==> src/rtl/mem_bridge_pkg.sv <==
// rtl/mem_bridge_pkg.sv - shared types and geometry helpers for the line-to-word memory bridge
package mem_bridge_pkg;

   typedef enum logic [1:0] {
      ST_IDLE  = 2'd0,
      ST_ISSUE = 2'd1,
      ST_WAIT  = 2'd2,
      ST_DONE  = 2'd3
   } state_t;

   localparam int TMO_MIN_WIDTH = 8;

   function automatic int beats_f(input int line_bytes, input int data_width);
      return line_bytes / (data_width / 8);
   endfunction

   function automatic int off_width_f(input int line_bytes);
      return (line_bytes > 1) ? $clog2(line_bytes) : 1;
   endfunction

endpackage

==> src/rtl/mem_line_bridge.sv <==
// rtl/mem_line_bridge.sv - splits cache line reads/writes into sequential word-memory beats
module mem_line_bridge
   import mem_bridge_pkg::*;
#(
   parameter int ADDR_WIDTH     = 32,
   parameter int DATA_WIDTH     = 32,
   parameter int LINE_BYTES     = 16,
   parameter int TIMEOUT_CYCLES = 255
) (
   input  logic                      clk,
   input  logic                      rst_n,
   input  logic                      line_req_valid,
   input  logic                      line_req_rw,
   input  logic [ADDR_WIDTH-1:0]     line_req_addr,
   input  logic [LINE_BYTES*8-1:0]   line_req_wdata,
   output logic                      line_req_ready,
   output logic                      line_resp_valid,
   output logic [LINE_BYTES*8-1:0]   line_resp_rdata,
   output logic                      line_resp_err,
   output logic                      wmem_req_valid,
   input  logic                      wmem_req_ready,
   output logic                      wmem_req_rw,
   output logic [ADDR_WIDTH-1:0]     wmem_req_addr,
   output logic [DATA_WIDTH-1:0]     wmem_req_wdata,
   input  logic                      wmem_resp_valid,
   input  logic [DATA_WIDTH-1:0]     wmem_resp_rdata
);

   localparam int LINE_WIDTH = LINE_BYTES * 8;
   localparam int BEATS      = beats_f(LINE_BYTES, DATA_WIDTH);
   localparam int OFF_W      = off_width_f(LINE_BYTES);
   localparam int WORD_SHIFT = $clog2(DATA_WIDTH / 8);
   localparam int BEAT_W     = (BEATS > 1) ? $clog2(BEATS) : 1;
   localparam int TMO_NEED   = $clog2(TIMEOUT_CYCLES + 1);
   localparam int TMO_W      = (TMO_NEED > TMO_MIN_WIDTH) ? TMO_NEED : TMO_MIN_WIDTH;

   localparam logic [BEAT_W-1:0] LAST_BEAT = BEAT_W'(BEATS - 1);
   localparam logic [TMO_W-1:0]  TMO_LAST  = TMO_W'(TIMEOUT_CYCLES - 1);

   state_t                  state_q, state_d;
   logic [BEAT_W-1:0]       beat_q;
   logic [TMO_W-1:0]        tmo_q;
   logic [ADDR_WIDTH-1:0]   base_q;
   logic                    rw_q;
   logic [LINE_WIDTH-1:0]   wdata_q;
   logic [LINE_WIDTH-1:0]   buf_q, buf_d;
   logic                    err_q;
   logic                    accept;
   logic                    resp_take;
   logic                    tmo_hit;
   logic                    tmo_abort;

   assign accept    = line_req_valid && line_req_ready;
   assign resp_take = (state_q == ST_WAIT) && wmem_resp_valid;
   assign tmo_hit   = (tmo_q == TMO_LAST);

   always_ff @(posedge clk or negedge rst_n) begin
      if (!rst_n) begin
         state_q <= ST_IDLE;
      end else begin
         state_q <= state_d;
      end
   end

   // A beat that makes progress on its final allowed cycle is not aborted.
   always_comb begin
      state_d   = state_q;
      tmo_abort = 1'b0;
      case (state_q)
         ST_IDLE: begin
            if (accept) state_d = ST_ISSUE;
         end
         ST_ISSUE: begin
            if (wmem_req_ready) begin
               state_d = ST_WAIT;
            end else if (tmo_hit) begin
               state_d   = ST_DONE;
               tmo_abort = 1'b1;
            end
         end
         ST_WAIT: begin
            if (wmem_resp_valid) begin
               state_d = (beat_q == LAST_BEAT) ? ST_DONE : ST_ISSUE;
            end else if (tmo_hit) begin
               state_d   = ST_DONE;
               tmo_abort = 1'b1;
            end
         end
         ST_DONE: begin
            state_d = ST_IDLE;
         end
         default: begin
            state_d = ST_IDLE;
         end
      endcase
   end

   always_comb begin
      line_resp_valid = (state_q == ST_DONE);
      line_resp_err   = (state_q == ST_DONE) && err_q;
      wmem_req_valid  = (state_q == ST_ISSUE);
   end

   assign wmem_req_rw    = rw_q;
   assign wmem_req_addr  = base_q + (ADDR_WIDTH'(beat_q) << WORD_SHIFT);
   assign wmem_req_wdata = wdata_q[int'(beat_q)*DATA_WIDTH +: DATA_WIDTH];

   always_comb begin
      buf_d = buf_q;
      if (resp_take && !rw_q) begin
         buf_d[int'(beat_q)*DATA_WIDTH +: DATA_WIDTH] = wmem_resp_rdata;
      end
   end

   // Assembly happens in buf_q so the visible line only changes when a read finishes.
   always_ff @(posedge clk or negedge rst_n) begin
      if (!rst_n) begin
         line_req_ready  <= 1'b0;
         line_resp_rdata <= '0;
         beat_q          <= '0;
         tmo_q           <= '0;
         base_q          <= '0;
         rw_q            <= 1'b0;
         wdata_q         <= '0;
         buf_q           <= '0;
         err_q           <= 1'b0;
      end else begin
         line_req_ready <= (state_d == ST_IDLE);
         buf_q          <= buf_d;

         if (accept) begin
            base_q  <= {line_req_addr[ADDR_WIDTH-1:OFF_W], {OFF_W{1'b0}}};
            rw_q    <= line_req_rw;
            wdata_q <= line_req_wdata;
            beat_q  <= '0;
            err_q   <= 1'b0;
         end else if (resp_take && (beat_q != LAST_BEAT)) begin
            beat_q <= beat_q + 1'b1;
         end

         if (tmo_abort) begin
            err_q <= 1'b1;
         end

         if (state_d != state_q) begin
            tmo_q <= '0;
         end else if ((state_q == ST_ISSUE) || (state_q == ST_WAIT)) begin
            tmo_q <= tmo_q + 1'b1;
         end

         if ((state_d == ST_DONE) && (state_q != ST_DONE) && !rw_q) begin
            line_resp_rdata <= buf_d;
         end
      end
   end

endmodule

==> config.mk <==
export PLATFORM = sky130hd
export DESIGN_NAME = mem_line_bridge
export DESIGN_NICKNAME = d
export VERILOG_FILES = /design/src/rtl/mem_bridge_pkg.sv /design/src/rtl/mem_line_bridge.sv
export SDC_FILE = /design/constraint.sdc
export NUM_CORES = 1
export LEC_CHECK = 0
export CORE_ASPECT_RATIO = 1.4
export CORE_UTILIZATION = 51
export DETAILED_ROUTE_END_ITERATION = 7
export MAX_ROUTING_LAYER = met4
export PLACE_DENSITY = 0.81
export SYNTH_ARGS = -nofsm -noshare
export SYNTH_HDL_FRONTEND = slang
export SYNTH_SLANG_ARGS = --single-unit
==> constraint.sdc <==
create_clock -name clk -period 3.15 [get_ports clk]
set_clock_uncertainty 0.2 [all_clocks]
set_input_delay 0.63 -clock clk [delete_from_list [all_inputs] [get_ports clk]]
set_output_delay 0.63 -clock clk [all_outputs]
set_load 0.01 [all_outputs]
### Word-level counts from Yosys, hierarchy flattened

Index checks and enable logic that the tools add are counted.

| word-level totals | value |
|---|---|
| bits in registers | 427 |

| operators by class | value |
|---|---|
| add/subtract/negate cells | 4 |
| muxes and demuxes | 18 |
| reduce and logical (&&, ||, !) cells | 14 |
| eq/ne operators | 9 |
| shift operators | 3 |

Operators by type and width:

| operator | number |
|---|---|
| $bwmux 128 | 1 |
| $mux 128 | 1 |
| $shift 32x33->128 const A | 1 |
| $shiftx 128x8->32 | 1 |
| $shiftx 32x33->128 | 1 |
| $neg 7->33 | 1 |
| $add 32x4->32 | 1 |
| $mux 8 | 2 |
| $mux 2 | 7 |
| $add 8x1->8 const B | 1 |
| $eq 2x2->1 const B | 4 |
| $eq 8x8->1 const B | 1 |
| $pmux 2 s4 | 1 |
| $logic_and 1x1->1 | 7 |
| $reduce_bool 2->1 | 3 |
| $mux 1 | 5 |
| $logic_not 2->1 | 2 |
| $ne 2x2->1 const B | 2 |
| $add 2x1->2 const B | 1 |
| $eq 2x1->1 const B | 1 |
| $ne 2x2->1 | 1 |
| $pmux 1 s2 | 1 |
| $logic_not 1->1 | 1 |
| $logic_or 1x1->1 | 1 |

### Longest topological paths before layout

| logic depth | value |
|---|---|
| depth in word-level cells | 7 |
| mapped depth | 11 |
| mapped depth without buffers | 7 |

### Least setup slack after synthesis

Ideal clock, no wire load.

| path | value |
|---|---|
| kind | reg-to-reg |
| start point | reg beat_q[1] |
| end point | reg line_resp_rdata[78] |
| buffers on the path | 3 |
| stages on the path, launching flop included | 11 |
| setup slack | 398 ps |
| required time | 2,886 ps |
| data arrival time | 2,488 ps |
| period minus slack after synthesis | 2,752 ps |
| path through | dfrtp_1 -> clkbuf_1 -> clkbuf_1 -> inv_1 -> ha_1 -> inv_1 -> nor3_1 -> clkbuf_1 -> nand3_1 -> o21ai_0 -> mux2_4 |

| on the way | value |
|---|---|
| elaborated cells between the ends (all ways) | 12 |
| classes of those cells | add/sub (1); eq/ne (2); shift (2); mux (5); reduce/logical (2) |

RTL lines:

| what | RTL line | RTL |
|---|---|---|
| start, declared | mem_line_bridge.sv:41 | `logic [BEAT_W-1:0] beat_q;` |
| start signal, assigned | mem_line_bridge.sv:138 | `beat_q <= beat_q + 1'b1;` |
| $neg 7->33 (*) | mem_line_bridge.sv:111 | `buf_d[int'(beat_q)*DATA_WIDTH +: DATA_WIDTH] = wmem_resp_rdata;` |
| $shiftx 32x33->128 / $shift 32x33->128 (equally long branches) | mem_line_bridge.sv:111 |  |
| $bwmux 128 (*) | mem_line_bridge.sv:111 |  |
| $mux 128 (*) | mem_line_bridge.sv:110 | `if (resp_take && !rw_q) begin` |
| via buf_d[78] | mem_line_bridge.sv:46 | `logic [LINE_WIDTH-1:0] buf_q, buf_d;` |
| end signal, assigned | mem_line_bridge.sv:152 | `line_resp_rdata <= buf_d;` |
| end, declared | mem_line_bridge.sv:18 | `output logic [LINE_BYTES*8-1:0] line_resp_rdata,` |

Mark *: on every way through the listed nets, which the timed path passes. The rest lies on a longest branch.
A chain may end at the register's enable or synchronous reset.

### Worst setup path after layout

| path | value |
|---|---|
| start point | reg beat_q[0] |
| end point | out wmem_req_wdata[28] |

| on the way | value |
|---|---|
| word-level cells in the longest chain between the ends | 1 |

Ends and longest elaborated chain:

| what | RTL line | RTL |
|---|---|---|
| $shiftx 128x8->32 | mem_line_bridge.sv:106 | `assign wmem_req_wdata = wdata_q[int'(beat_q)*DATA_WIDTH +: DATA_WIDTH];` |
| end, declared | mem_line_bridge.sv:24 | `output logic [DATA_WIDTH-1:0] wmem_req_wdata,` |

Every way passes these cells.

==> results.cfg <==
[cts]
cts_tree = built
cts_inserted_buffers = 42
h-tree-depth = 2
cts_root_buffer = clkbuf_16
clockBufferDepth = 3
clk_latency_ns = 0.54
clk_pin_slew_ns = 0.06
clock_sinks = 427

[logic_synthesis]
synth-warning-count = 0
synth_seq_cells = 427
syn_area_mm2 = 0.01803
yosysTopAreaCell = dfrtp_1
avgSynthCellArea_um2 = 10.96
synthArstFlopShare = 1.000
synth_compound_area_frac = 0.04440
synth_edf_count = 0
yosysUniqueCellTypes = 40
synthXorXnorAreaFrac = 0.003885
synth_fa_ha_area_frac = 0.007631
ys_seq_area_frac = 0.5925
synth-main-ff-cell = dfrtp_1
synthMuxAreaShare = 0.1407
synthCells = 1645
synth_top_family_by_area = simple AND/OR/NAND/NOR gates
synth-simple-area-share = 0.1487
synth_area_leaders = dfrtp_1 (59%), nand2_1 (10%), mux2_4 (8.3%), mux4_2 (4.0%), nand3_1 (3.7%)
synth_top_cell_area_share = 0.5925

[sta]
tightest_slew_ns = 1.004
hold_ws_ns = 0.2672
setup_viol = 0
period_share = 0.9746
max_slew_margin = 0.3290
rsz0062_at_grt = false
finalSetupTns_ns = 0
slew_viol_final = 0
hold_violations = 0
final.setup.worst_slack_ns = 0.07999
period_needed_ns = 3.070
fmax_ghz = 0.3257

[global_routing]
grt_use_total = 0.2763
grt_pass1_vias = 14140
antenna_found_initial = 1
grt_pass1_wl_mm = 76.24
grt_max_degree = 159
globalRoute.totalOverflow = 0

[placed_design]
dp_hpwl_mm = 31.13
gp_congestion = 0.8298
port_buffers = 388
pre_cts_slack_ns = 0.1324

[drt]
route.vias.total = 13340
antenna_left = 0
wl_per_cell_um = 18.68
drc = 0
initialDrtViolationCount = 940
top_layer_used = met4
vias_per_cell = 5.300
dr.pass1.iters = 5
wl_met1_mm = 17.96
wirelength_mm = 47.00
routed-wl-met3_mm = 3.166
met2_length_mm = 24.06

[setup_path]
r2r_start = beat_q[0]
r2r_slack_ns = 0.21
cp_max_fo = 10
reg2reg_depth = 8
crit_required_ns = 2.32
worstReg2RegEnd = line_resp_rdata[48]
startpoint_type = flop
arrival_ns = 2.24
end_kind = output port
path_class = reg -> out

[floorplan]
fp.coreArea_mm2 = 0.03486
start_util = 0.5173
ios = 395
dieArea_mm2 = 0.03613
die_h_um = 224.5
num_rows = 81
die_w_um = 160.9

[power]
ir_drop_mv = 0.6848
power_mw = 23.47
power.leakage_nw = 11.22
cellPowerDensity_mw_per_mm2 = 979.4

[flow_run]
drv_cap = 0

[outcome]
status = finished clean

[min_path]
hold_depth = 2
hp-class = reg -> reg
hold_start = wdata_q[122]
hold_path_end = wdata_q[122]

[cells_and_area]
final_nets = 2236
area_growth_pct = 32.91
fillers = 2526
final_core_utilization = 0.6875
drive_gt1_frac = 0.1345
## per-layer routing
layer / up-vias / track usage
li1: 6086 / -
met1: 6600 / 0.3299
met2: 524 / 0.4594
met3: 126 / 0.05587
met4: 0 / 0.1099
met5: - / -
## worst max path at each step
stage	startpoint	to	slack (ns)	depth (start not counted)
after floorplan	beat_q[1]	line_resp_rdata[78]	0.40	10
after global placement	line_req_valid	line_resp_rdata[1]	0.19	8
after detailed placement	wmem_req_ready	line_resp_rdata[115]	0.13	8
after CTS	beat_q[0]	wmem_req_wdata[30]	0.001	3
after global routing	beat_q[0]	wmem_req_wdata[28]	0.006	3
final	beat_q[0]	wmem_req_wdata[28]	0.08	3
## critical path: stages (launching register included)
cell             delay (ns)
dfrtp_4                0.52
buf_12                 0.17
mux4_2                 0.50
clkdlybuf4s50_1        0.49
## Yosys cell counts (3+ instances only)
cell type and number:
buf_2 15, buf_1 11, ha_1 11, dfrtp_1 427
nand4_1 3, mux2_1 20, clkbuf_1 61, o21ai_0 121
xor2_1 3, mux4_2 32, nor2_1 18, xnor2_1 5
nand2b_1 5, mux2_2 8, buf_12 11, o21ai_1 13
inv_1 134, a21oi_1 5, mux2_4 100, nand2_1 480
buf_6 3, and3_1 7, nand3_1 132
## cell families (layout without fill, tap and decap cells)
group                    after synthesis  after routing
XOR/XNOR                               8              8
AO/OA/AOI/OAI                        148            148
AND/OR/NAND/NOR                      653            653
other                                  1              3
adder cells (fa/ha/maj)               11             11
multiplexers                         160            160
flip-flops                           427            427
buffers and inverters                237            650
## cell type report
cell class                 instances  area [um^2]  share of cell area
sequential                       427        10690              0.4460
timing repair buffer             440         4523              0.1887
antenna                            1        2.502           0.0001044
multi-input combinational        982         6271              0.2616
inverter                         134        503.0             0.02098
tap                              456        570.5             0.02380
clock buffer                      61         1252             0.05225
clock inverter                    15        156.4            0.006525
## power breakdown
| group | leakage [nW] | internal, mW | switching (mW) | total [mW] |
|---|---|---|---|---|
| registers | 4.92 | 7.78 | 1.22 | 8.99 |
| clock network | 0.695 | 2.94 | 2.14 | 5.08 |
| logic | 5.61 | 4.95 | 4.45 | 9.40 |
## through the flow
stage | cell area [um^2] | std cells
6_report | 23970 | 2516
5_1_grt | 23970 | 2516
4_1_cts | 23900 | 2510
3_5_place_dp | 22420 | 2422
3_3_place_gp | 22420 | 2422
2_1_floorplan | 18040 | 1646
## cells in the final DEF (no fill, tap or decap), types with 3 or more instances in the layout
master	instances
and3_2	4
nand2_1	479
clkbuf_8	13
clkinv_2	6
mux2_1	20
ha_1	11
mux2_4	100
clkdlybuf4s50_1	357
dlymetal6s2s_1	11
nor2_1	16
nand2b_1	5
nand3_1	132
nand4_1	3
clkbuf_16	42
buf_4	32
clkbuf_1	6
mux4_2	32
o21ai_1	13
a21oi_1	5
xor2_1	3
xnor2_1	5
and3_1	3
dlygate4sd2_1	19
inv_6	4
mux2_2	8
dfrtp_1	425
buf_12	19
inv_1	134
o21ai_0	121
## sequential cells by signal, summed over array words and instances (netlist names)
register,flops
buf_q,128
state_q,2
beat_q,2
base_q,28
err_q,1
tmo_q,8
wmem_req_rw,1
wdata_q,128
line_resp_rdata,128
line_req_ready,1
## timing repair
action | 4_1_cts | 5_1_grt
setup endpoints to repair | 32 | 12
cloned | 0 | 0
hold buffers | 1 | 0
buffers inserted | 11 | 5
resized for setup | 20 | 11
endpoints found under the hold margin | 62 | 0
No activity file was read; power rests on OpenSTA's default activity.
